**src/rtl/vga_pkg.sv**
```systemverilog
// rtl/vga_pkg.sv - shared VGA 640x480 timing and colour constants
// Used by vga_sync_gen and by the object/block controller that produces rgb.
// Contents: sync/visible-window boundaries on the hCount/vCount scale,
// 12-bit {R,G,B} colour constants, colour-bar lookup for the test pattern.
package vga_pkg;

  localparam logic [9:0] H_SYNC    = 10'd96;
  localparam logic [9:0] H_BP_END  = 10'd144;
  localparam logic [9:0] H_VIS_END = 10'd783;
  localparam logic [9:0] V_SYNC    = 10'd2;
  localparam logic [9:0] V_BP_END  = 10'd35;
  localparam logic [9:0] V_VIS_END = 10'd514;

  localparam logic [9:0] BAR_WIDTH = 10'd80;

  localparam logic [11:0] RED     = 12'hF00;
  localparam logic [11:0] GREEN   = 12'h0F0;
  localparam logic [11:0] BLUE    = 12'h00F;
  localparam logic [11:0] BLACK   = 12'h000;
  localparam logic [11:0] WHITE   = 12'hFFF;
  localparam logic [11:0] YELLOW  = 12'hFF0;
  localparam logic [11:0] CYAN    = 12'h0FF;
  localparam logic [11:0] MAGENTA = 12'hF0F;

  // Bars run left to right in classic SMPTE-like order.
  function automatic logic [11:0] bar_colour(input logic [2:0] idx);
    logic [11:0] c;
    case (idx)
      3'd0:    c = WHITE;
      3'd1:    c = YELLOW;
      3'd2:    c = CYAN;
      3'd3:    c = GREEN;
      3'd4:    c = MAGENTA;
      3'd5:    c = RED;
      3'd6:    c = BLUE;
      default: c = BLACK;
    endcase
    return c;
  endfunction

endpackage

```
**src/rtl/vga_sync_gen_if.sv**
```systemverilog
// rtl/vga_sync_gen_if.sv - video bundle between the sync generator and its users
// master: the sync generator (consumes rgb[/test_en], drives counters, syncs, DAC colour).
// slave : the block controller / pin side (drives rgb[/test_en], observes the rest).
// test_en only exists when VGA_TEST_PATTERN_EN is defined.
interface vga_sync_gen_if;
  logic [11:0] rgb;
`ifdef VGA_TEST_PATTERN_EN
  logic        test_en;
`endif
  logic [9:0]  hCount;
  logic [9:0]  vCount;
  logic        bright;
  logic        pix_tick;
  logic        frame_start;
  logic [15:0] frame_cnt;
  logic        hSync;
  logic        vSync;
  logic [3:0]  vgaR;
  logic [3:0]  vgaG;
  logic [3:0]  vgaB;

  modport master (
`ifdef VGA_TEST_PATTERN_EN
    input  test_en,
`endif
    input  rgb,
    output hCount, vCount, bright, pix_tick, frame_start, frame_cnt,
    output hSync, vSync, vgaR, vgaG, vgaB
  );

  modport slave (
`ifdef VGA_TEST_PATTERN_EN
    output test_en,
`endif
    output rgb,
    input  hCount, vCount, bright, pix_tick, frame_start, frame_cnt,
    input  hSync, vSync, vgaR, vgaG, vgaB
  );
endinterface

```
**src/rtl/clk_en_div.sv**
```systemverilog
// rtl/clk_en_div.sv - clock-enable divider producing one tick every DIV clocks
// Ports: clk (system clock), rst (sync, active-low), tick (high while count==DIV-1).
// DIV must be >= 2 so that tick is low while held in reset.
module clk_en_div #(
  parameter int DIV = 4
) (
  input  logic clk,
  input  logic rst,
  output logic tick
);

  localparam int CW = (DIV > 1) ? $clog2(DIV) : 1;
  localparam logic [CW-1:0] LAST = CW'(DIV - 1);

  logic [CW-1:0] cnt;

  // Combinational so tick lines up with the last count, not one clk after it.
  assign tick = (cnt == LAST);

  always_ff @(posedge clk) begin
    if (!rst) begin
      cnt <= '0;
    end else if (tick) begin
      cnt <= '0;
    end else begin
      cnt <= cnt + CW'(1);
    end
  end

endmodule

```
**src/rtl/vga_sync_gen.sv**
```systemverilog
// rtl/vga_sync_gen.sv - VGA 640x480 counter, sync and colour output stage
// Ports: clk (system clock), rst (sync, active-low),
//        vga (vga_sync_gen_if.master): rgb in; hCount/vCount, bright, pix_tick,
//        frame_start, frame_cnt, hSync/vSync (active-low), vgaR/G/B out.
// Optional: VGA_TEST_PATTERN_EN adds test_en, selecting 8 colour bars over rgb.
module vga_sync_gen #(
  parameter int CLK_DIV = 4,
  parameter int H_TOTAL = 800,
  parameter int V_TOTAL = 525
) (
  input  logic           clk,
  input  logic           rst,
  vga_sync_gen_if.master vga
);

  import vga_pkg::*;

  logic        pix_tick;
  logic [9:0]  h_cnt;
  logic [9:0]  v_cnt;
  logic [15:0] f_cnt;
  logic [3:0]  r_q;
  logic [3:0]  g_q;
  logic [3:0]  b_q;
  logic        hs_q;
  logic        vs_q;
  logic        h_last;
  logic        v_last;
  logic        frame_start;
  logic        bright;
  logic [11:0] pix_colour;

  clk_en_div #(.DIV(CLK_DIV)) u_clk_en_div (
    .clk  (clk),
    .rst  (rst),
    .tick (pix_tick)
  );

  assign h_last      = (h_cnt == 10'(H_TOTAL - 1));
  assign v_last      = (v_cnt == 10'(V_TOTAL - 1));
  assign frame_start = pix_tick && h_last && v_last;

  assign bright = (h_cnt >= H_BP_END) && (h_cnt <= H_VIS_END) &&
                  (v_cnt >= V_BP_END) && (v_cnt <= V_VIS_END);

`ifdef VGA_TEST_PATTERN_EN
  logic [9:0] bar_off;
  // Offset is only meaningful inside the visible window; outside it the
  // colour is blanked anyway, so the wrapped value never reaches the pins.
  assign bar_off    = h_cnt - H_BP_END;
  assign pix_colour = vga.test_en ? bar_colour(3'(bar_off / BAR_WIDTH)) : vga.rgb;
`else
  assign pix_colour = vga.rgb;
`endif

  always_ff @(posedge clk) begin
    if (!rst) begin
      h_cnt <= '0;
      v_cnt <= '0;
      f_cnt <= '0;
      r_q   <= '0;
      g_q   <= '0;
      b_q   <= '0;
      hs_q  <= 1'b1;
      vs_q  <= 1'b1;
    end else if (pix_tick) begin
      h_cnt <= h_last ? '0 : h_cnt + 10'd1;
      if (h_last) begin
        v_cnt <= v_last ? '0 : v_cnt + 10'd1;
      end
      if (frame_start) begin
        f_cnt <= f_cnt + 16'd1;
      end
      // Colour and sync are captured in the same stage so the DAC and the
      // sync pins stay aligned, both one pixel behind the counters.
      {r_q, g_q, b_q} <= bright ? pix_colour : BLACK;
      hs_q <= (h_cnt >= H_SYNC);
      vs_q <= (v_cnt >= V_SYNC);
    end
  end

  assign vga.hCount      = h_cnt;
  assign vga.vCount      = v_cnt;
  assign vga.bright      = bright;
  assign vga.pix_tick    = pix_tick;
  assign vga.frame_start = frame_start;
  assign vga.frame_cnt   = f_cnt;
  assign vga.hSync       = hs_q;
  assign vga.vSync       = vs_q;
  assign vga.vgaR        = r_q;
  assign vga.vgaG        = g_q;
  assign vga.vgaB        = b_q;

endmodule

```
**src/flat_wrapper.sv**
```systemverilog
// flat-port wrapper written by rule: the top's interface ports become plain ports
module vga_sync_gen_flat import vga_pkg::*;
#(
  parameter int CLK_DIV = 4,
  parameter int H_TOTAL = 800,
  parameter int V_TOTAL = 525
)
  (clk, rst, vga_rgb, vga_hCount, vga_vCount, vga_bright, vga_pix_tick, vga_frame_start, vga_frame_cnt, vga_hSync, vga_vSync, vga_vgaR, vga_vgaG, vga_vgaB);
  vga_sync_gen_if vga_i ();
  input  logic clk;
  input  logic rst;
  input wire logic [$bits(vga_i.rgb)-1:0] vga_rgb;
  output wire logic [$bits(vga_i.hCount)-1:0] vga_hCount;
  output wire logic [$bits(vga_i.vCount)-1:0] vga_vCount;
  output wire logic [$bits(vga_i.bright)-1:0] vga_bright;
  output wire logic [$bits(vga_i.pix_tick)-1:0] vga_pix_tick;
  output wire logic [$bits(vga_i.frame_start)-1:0] vga_frame_start;
  output wire logic [$bits(vga_i.frame_cnt)-1:0] vga_frame_cnt;
  output wire logic [$bits(vga_i.hSync)-1:0] vga_hSync;
  output wire logic [$bits(vga_i.vSync)-1:0] vga_vSync;
  output wire logic [$bits(vga_i.vgaR)-1:0] vga_vgaR;
  output wire logic [$bits(vga_i.vgaG)-1:0] vga_vgaG;
  output wire logic [$bits(vga_i.vgaB)-1:0] vga_vgaB;
  assign vga_i.rgb = vga_rgb;
  assign vga_hCount = vga_i.hCount;
  assign vga_vCount = vga_i.vCount;
  assign vga_bright = vga_i.bright;
  assign vga_pix_tick = vga_i.pix_tick;
  assign vga_frame_start = vga_i.frame_start;
  assign vga_frame_cnt = vga_i.frame_cnt;
  assign vga_hSync = vga_i.hSync;
  assign vga_vSync = vga_i.vSync;
  assign vga_vgaR = vga_i.vgaR;
  assign vga_vgaG = vga_i.vgaG;
  assign vga_vgaB = vga_i.vgaB;
  vga_sync_gen #(.CLK_DIV(CLK_DIV), .H_TOTAL(H_TOTAL), .V_TOTAL(V_TOTAL)) u_core (.clk(clk), .rst(rst), .vga(vga_i));
endmodule
```
**config.mk**
```make
export PLATFORM = sky130hd
export DESIGN_NAME = vga_sync_gen_flat
export DESIGN_NICKNAME = d
export VERILOG_FILES = /design/src/rtl/vga_pkg.sv /design/src/rtl/vga_sync_gen_if.sv /design/src/rtl/clk_en_div.sv /design/src/rtl/vga_sync_gen.sv /design/src/flat_wrapper.sv
export SDC_FILE = /design/constraint.sdc
export NUM_CORES = 1
export LEC_CHECK = 0
export CAP_MARGIN = 20
export CORE_MARGIN = 2
export CORE_UTILIZATION = 28
export CTS_CLUSTER_SIZE = 12
export DETAILED_ROUTE_END_ITERATION = 10
export PLACE_DENSITY = 0.54
export SLEW_MARGIN = 20
export SYNTH_ARGS = -nofsm -noshare
export SYNTH_HDL_FRONTEND = slang
export SYNTH_SLANG_ARGS = --single-unit
export TNS_END_PERCENT = 1
```
**constraint.sdc**
```tcl
create_clock -name clk -period 5.8 [get_ports clk]
set_input_delay 0.87 -clock clk [delete_from_list [all_inputs] [get_ports clk]]
set_output_delay 0.87 -clock clk [all_outputs]
set_load 0.03 [all_outputs]
```
==> flow_metrics.tcl <==
set metrics [dict create \
    clk-insertion-delay-late_ns 0.31 \
    final_nets 375 \
    core-area_um2 9240 \
    clock_path_buffers 2 \
    hold_violations 0 \
    p_leak_nw 1.25 \
    rsz0062_at_grt "false" \
    muxShareOfSynthArea_pct 2.25 \
    path_clk_slew_ns 0.10 \
    multi_input_area_um2 1470 \
    worst_slew_pin_slew_ns 0.914 \
    crit_type "reg -> out" \
    power_switching_w 0.000153 \
    worstReg2RegStart "u_core.vga.hCount[1]$_SDFFE_PN0P_" \
    fin_crit_sh_pct 60.2 \
    synth.distinct_cells 39 \
    peakVddDrop_uv 108 \
    cts_buffers 5 \
    die_h_um 102 \
    synth_seq_cells 52 \
    seq_power_share_pct 55.1 \
    fill_cells 960 \
    yosysTopAreaCell "dfxtp_1" \
    dp_hpwl_um 4640 \
    grt_max_degree 58 \
    postPlaceCellArea_um2 3390 \
    synth_top_family_by_area "simple AND/OR/NAND/NOR gates" \
    p_int_w 0.000505 \
    num_io_pins 67 \
    synthSimpleGateAreaFrac_pct 28.7 \
    top_usage_layer "met2" \
    synth_warnings 0 \
    dieArea_um2 10300 \
    grt_pass1_vias 2257 \
    dp_slack_ns 2.63 \
    synth_xor_xnor_area_share_pct 3.28 \
    wl_per_cell_um 14.3 \
    track_usage_pct 13.6 \
    diodes 0 \
    crit_path_end_kind "output port" \
    synth_area_per_cell_um2 8.83 \
    dr.pass1.iters 4 \
    slew_violations 0 \
    cp_data_arrival_time_ns 2.62 \
    cp_max_fo 13 \
    grt_use_met1_pct 18.2 \
    cts-root-buf "clkbuf_8" \
    fmax_ghz 0.286 \
    reg2reg_slack_ns 3.47 \
    antenna_found_initial 0 \
    finalNonFillerCells 484 \
    cts.hold.buffers_added 0 \
    hp-start "u_core.u_clk_en_div.cnt[0]$_SDFF_PP0_" \
    htreeDepth 2 \
    first_iter_violations 93 \
    overflow 0 \
    synth.area.top_cells "dfxtp_1 (39%), a32o_1 (4.5%), and3_1 (3.8%), o311ai_0 (3.6%), ha_1 (3.3%)" \
    cts_setup_buffers 0 \
    power.density_nw_per_um2 186 \
    netlist.area_leader.share_pct 39.0 \
    port_buffers 66 \
    required_ns 4.93 \
    skew_ns 0.00484 \
    rr_worst_depth 6 \
    fin_setup_tns_ns 0 \
    clkSinkCount 52 \
    combPwrFrac_pct 6.0 \
    final.setup.worst_slack_ns 2.31 \
    pwr-share-clk_pct 39.0 \
    grt_pass1_wl_um 11400 \
    antenna_left 0 \
    drc 0 \
    place_inst 475 \
    final_common_cell "clkdlybuf4s50_1" \
    slew_headroom_pct 39.1 \
    initial_core_util_pct 28.9 \
    synth_nets 323 \
    vias 2423 \
    final_design_area_no_fill_um2 3530 \
    drive_above_1_share_pct 4.79 \
    die_x_um 102 \
    startpoint_type "flip-flop" \
    synth-adder-area-share_pct 3.28 \
    fin_crit_ns 3.49 \
    vias_per_cell 5.01 \
    hold_path_class "reg -> reg" \
    seq_area_um2 1040 \
    syn_area_um2 2670 \
    min_to "u_core.u_clk_en_div.cnt[0]$_SDFF_PP0_" \
    status "completed" \
    setup_viol 0 \
    syn2layout_area_growth_pct 32.4 \
    cts_tree "yes" \
    layout_common_cells "clkdlybuf4s50_1 (65), dfxtp_1 (52), nand2_1 (19)" \
    place_congestion 0.759 \
    holdPathStages 1 \
    met2_usage_pct 21.8 \
    r2r-end "u_core.vga.frame_cnt[11]$_SDFFE_PN0P_" \
    grtUsageMet3_pct 3.24 \
    drt-total-wl_um 6910 \
    core.rowCount 35 \
    switching_share_pct 23.2 \
    synth_seq_area_share_pct 39.0 \
    cts_resized 0 \
    cap_violations 0 \
    synth_compound_area_share_pct 17.6 \
    syn_inst 302 \
]
## cells by family after synthesis
family,after synthesis
adder cells (fa/ha/maj),7
multiplexers,6
buffers and inverters,36
AND/OR/NAND/NOR,130
flip-flops,52
XOR/XNOR,10
AO/OA/AOI/OAI,61
## layout make-up
class,instances,area share [%]
Clock buffer,5,1.95
Clock inverter,3,1.21
Inverter,11,1.17
Multi-Input combinational cell,214,41.6
Sequential cell,52,29.5
Tap cell,129,4.57
Timing Repair Buffer,70,20.0
## power by group through the flow
stage          clock network (W)  registers [W]  logic (W)
6_report                0.000256       0.000362  0.0000394
5_1_grt                 0.000280       0.000363  0.0000441
2_1_floorplan                  0       0.000374  0.0000201
4_1_cts                 0.000266       0.000363  0.0000401
3_3_place_gp                   0       0.000371  0.0000401
3_5_place_dp                   0       0.000371  0.0000400
## stage by stage
step	util, %	hold WS, ns	total power, W
after floorplan	-	0.404	0.000394
after global placement	36.7	0.413	0.000411
after detailed placement	36.7	0.418	0.000411
after CTS	37.9	0.441	0.000669
after global routing	38.2	0.497	0.000688
final	38.2	0.441	0.000658
## per-layer routing
metal / share of wire (%) / up-vias
met5: 0 / -
met4: 1.0 / 0
met3: 4.3 / 6
met2: 46 / 50
met1: 48 / 1145
li1: - / 1222
## synth_stat cells, drive strengths merged
cell    instances
xnor2           6
nor4            3
a311oi          1
inv            11
or3             7
xor2            4
and4            6
a211o           2
nor4b           2
o41ai          10
o31ai           1
dfxtp          52
or4             4
nand2b         12
o311ai         11
nor3b           1
mux2i           6
nor3            9
a32o           12
a21oi          11
nor2b          12
nor2           15
nand3          14
o31a            1
clkbuf         17
o21ai          12
and2            1
and4b           1
nand2          19
buf             8
and3           16
ha              7
nand4           8
## critical path, cell delays in order, from the launching register on
cell and delay (ns):
dfxtp_1 0.42, or4_1 0.56, a311oi_2 0.29, buf_4 0.24, and2_1 0.14, clkdlybuf4s50_1 0.66
## worst max path at each step
| stage | from | cells past startpoint | endpoint | slack [ns] |
|---|---|---|---|---|
| 3_3_place_gp | u_core.vga.hCount[7]$_SDFFE_PN0P_ | 5 | vga_bright | 2.65 |
| 2_1_floorplan | u_core.vga.hCount[4]$_SDFFE_PN0P_ | 5 | vga_bright | 3.00 |
| 5_1_grt | u_core.vga.hCount[7]$_SDFFE_PN0P_ | 5 | vga_bright | 2.20 |
| 3_5_place_dp | u_core.vga.hCount[7]$_SDFFE_PN0P_ | 5 | vga_bright | 2.63 |
| 4_1_cts | u_core.vga.hCount[7]$_SDFFE_PN0P_ | 5 | vga_bright | 2.28 |
| 6_report | u_core.vga.hCount[7]$_SDFFE_PN0P_ | 5 | vga_bright | 2.31 |
## state kept, by name, summed over array words and instances, names as in the netlist
name / count
u_core.u_clk_en_div.cnt: 2
u_core.vga.vgaR: 4
u_core.vga.vSync: 1
u_core.vga.hCount: 10
u_core.vga.hSync: 1
u_core.vga.vCount: 10
u_core.vga.vgaB: 4
u_core.vga.vgaG: 4
u_core.vga.frame_cnt: 16
(Power assumes the default switching activity.)
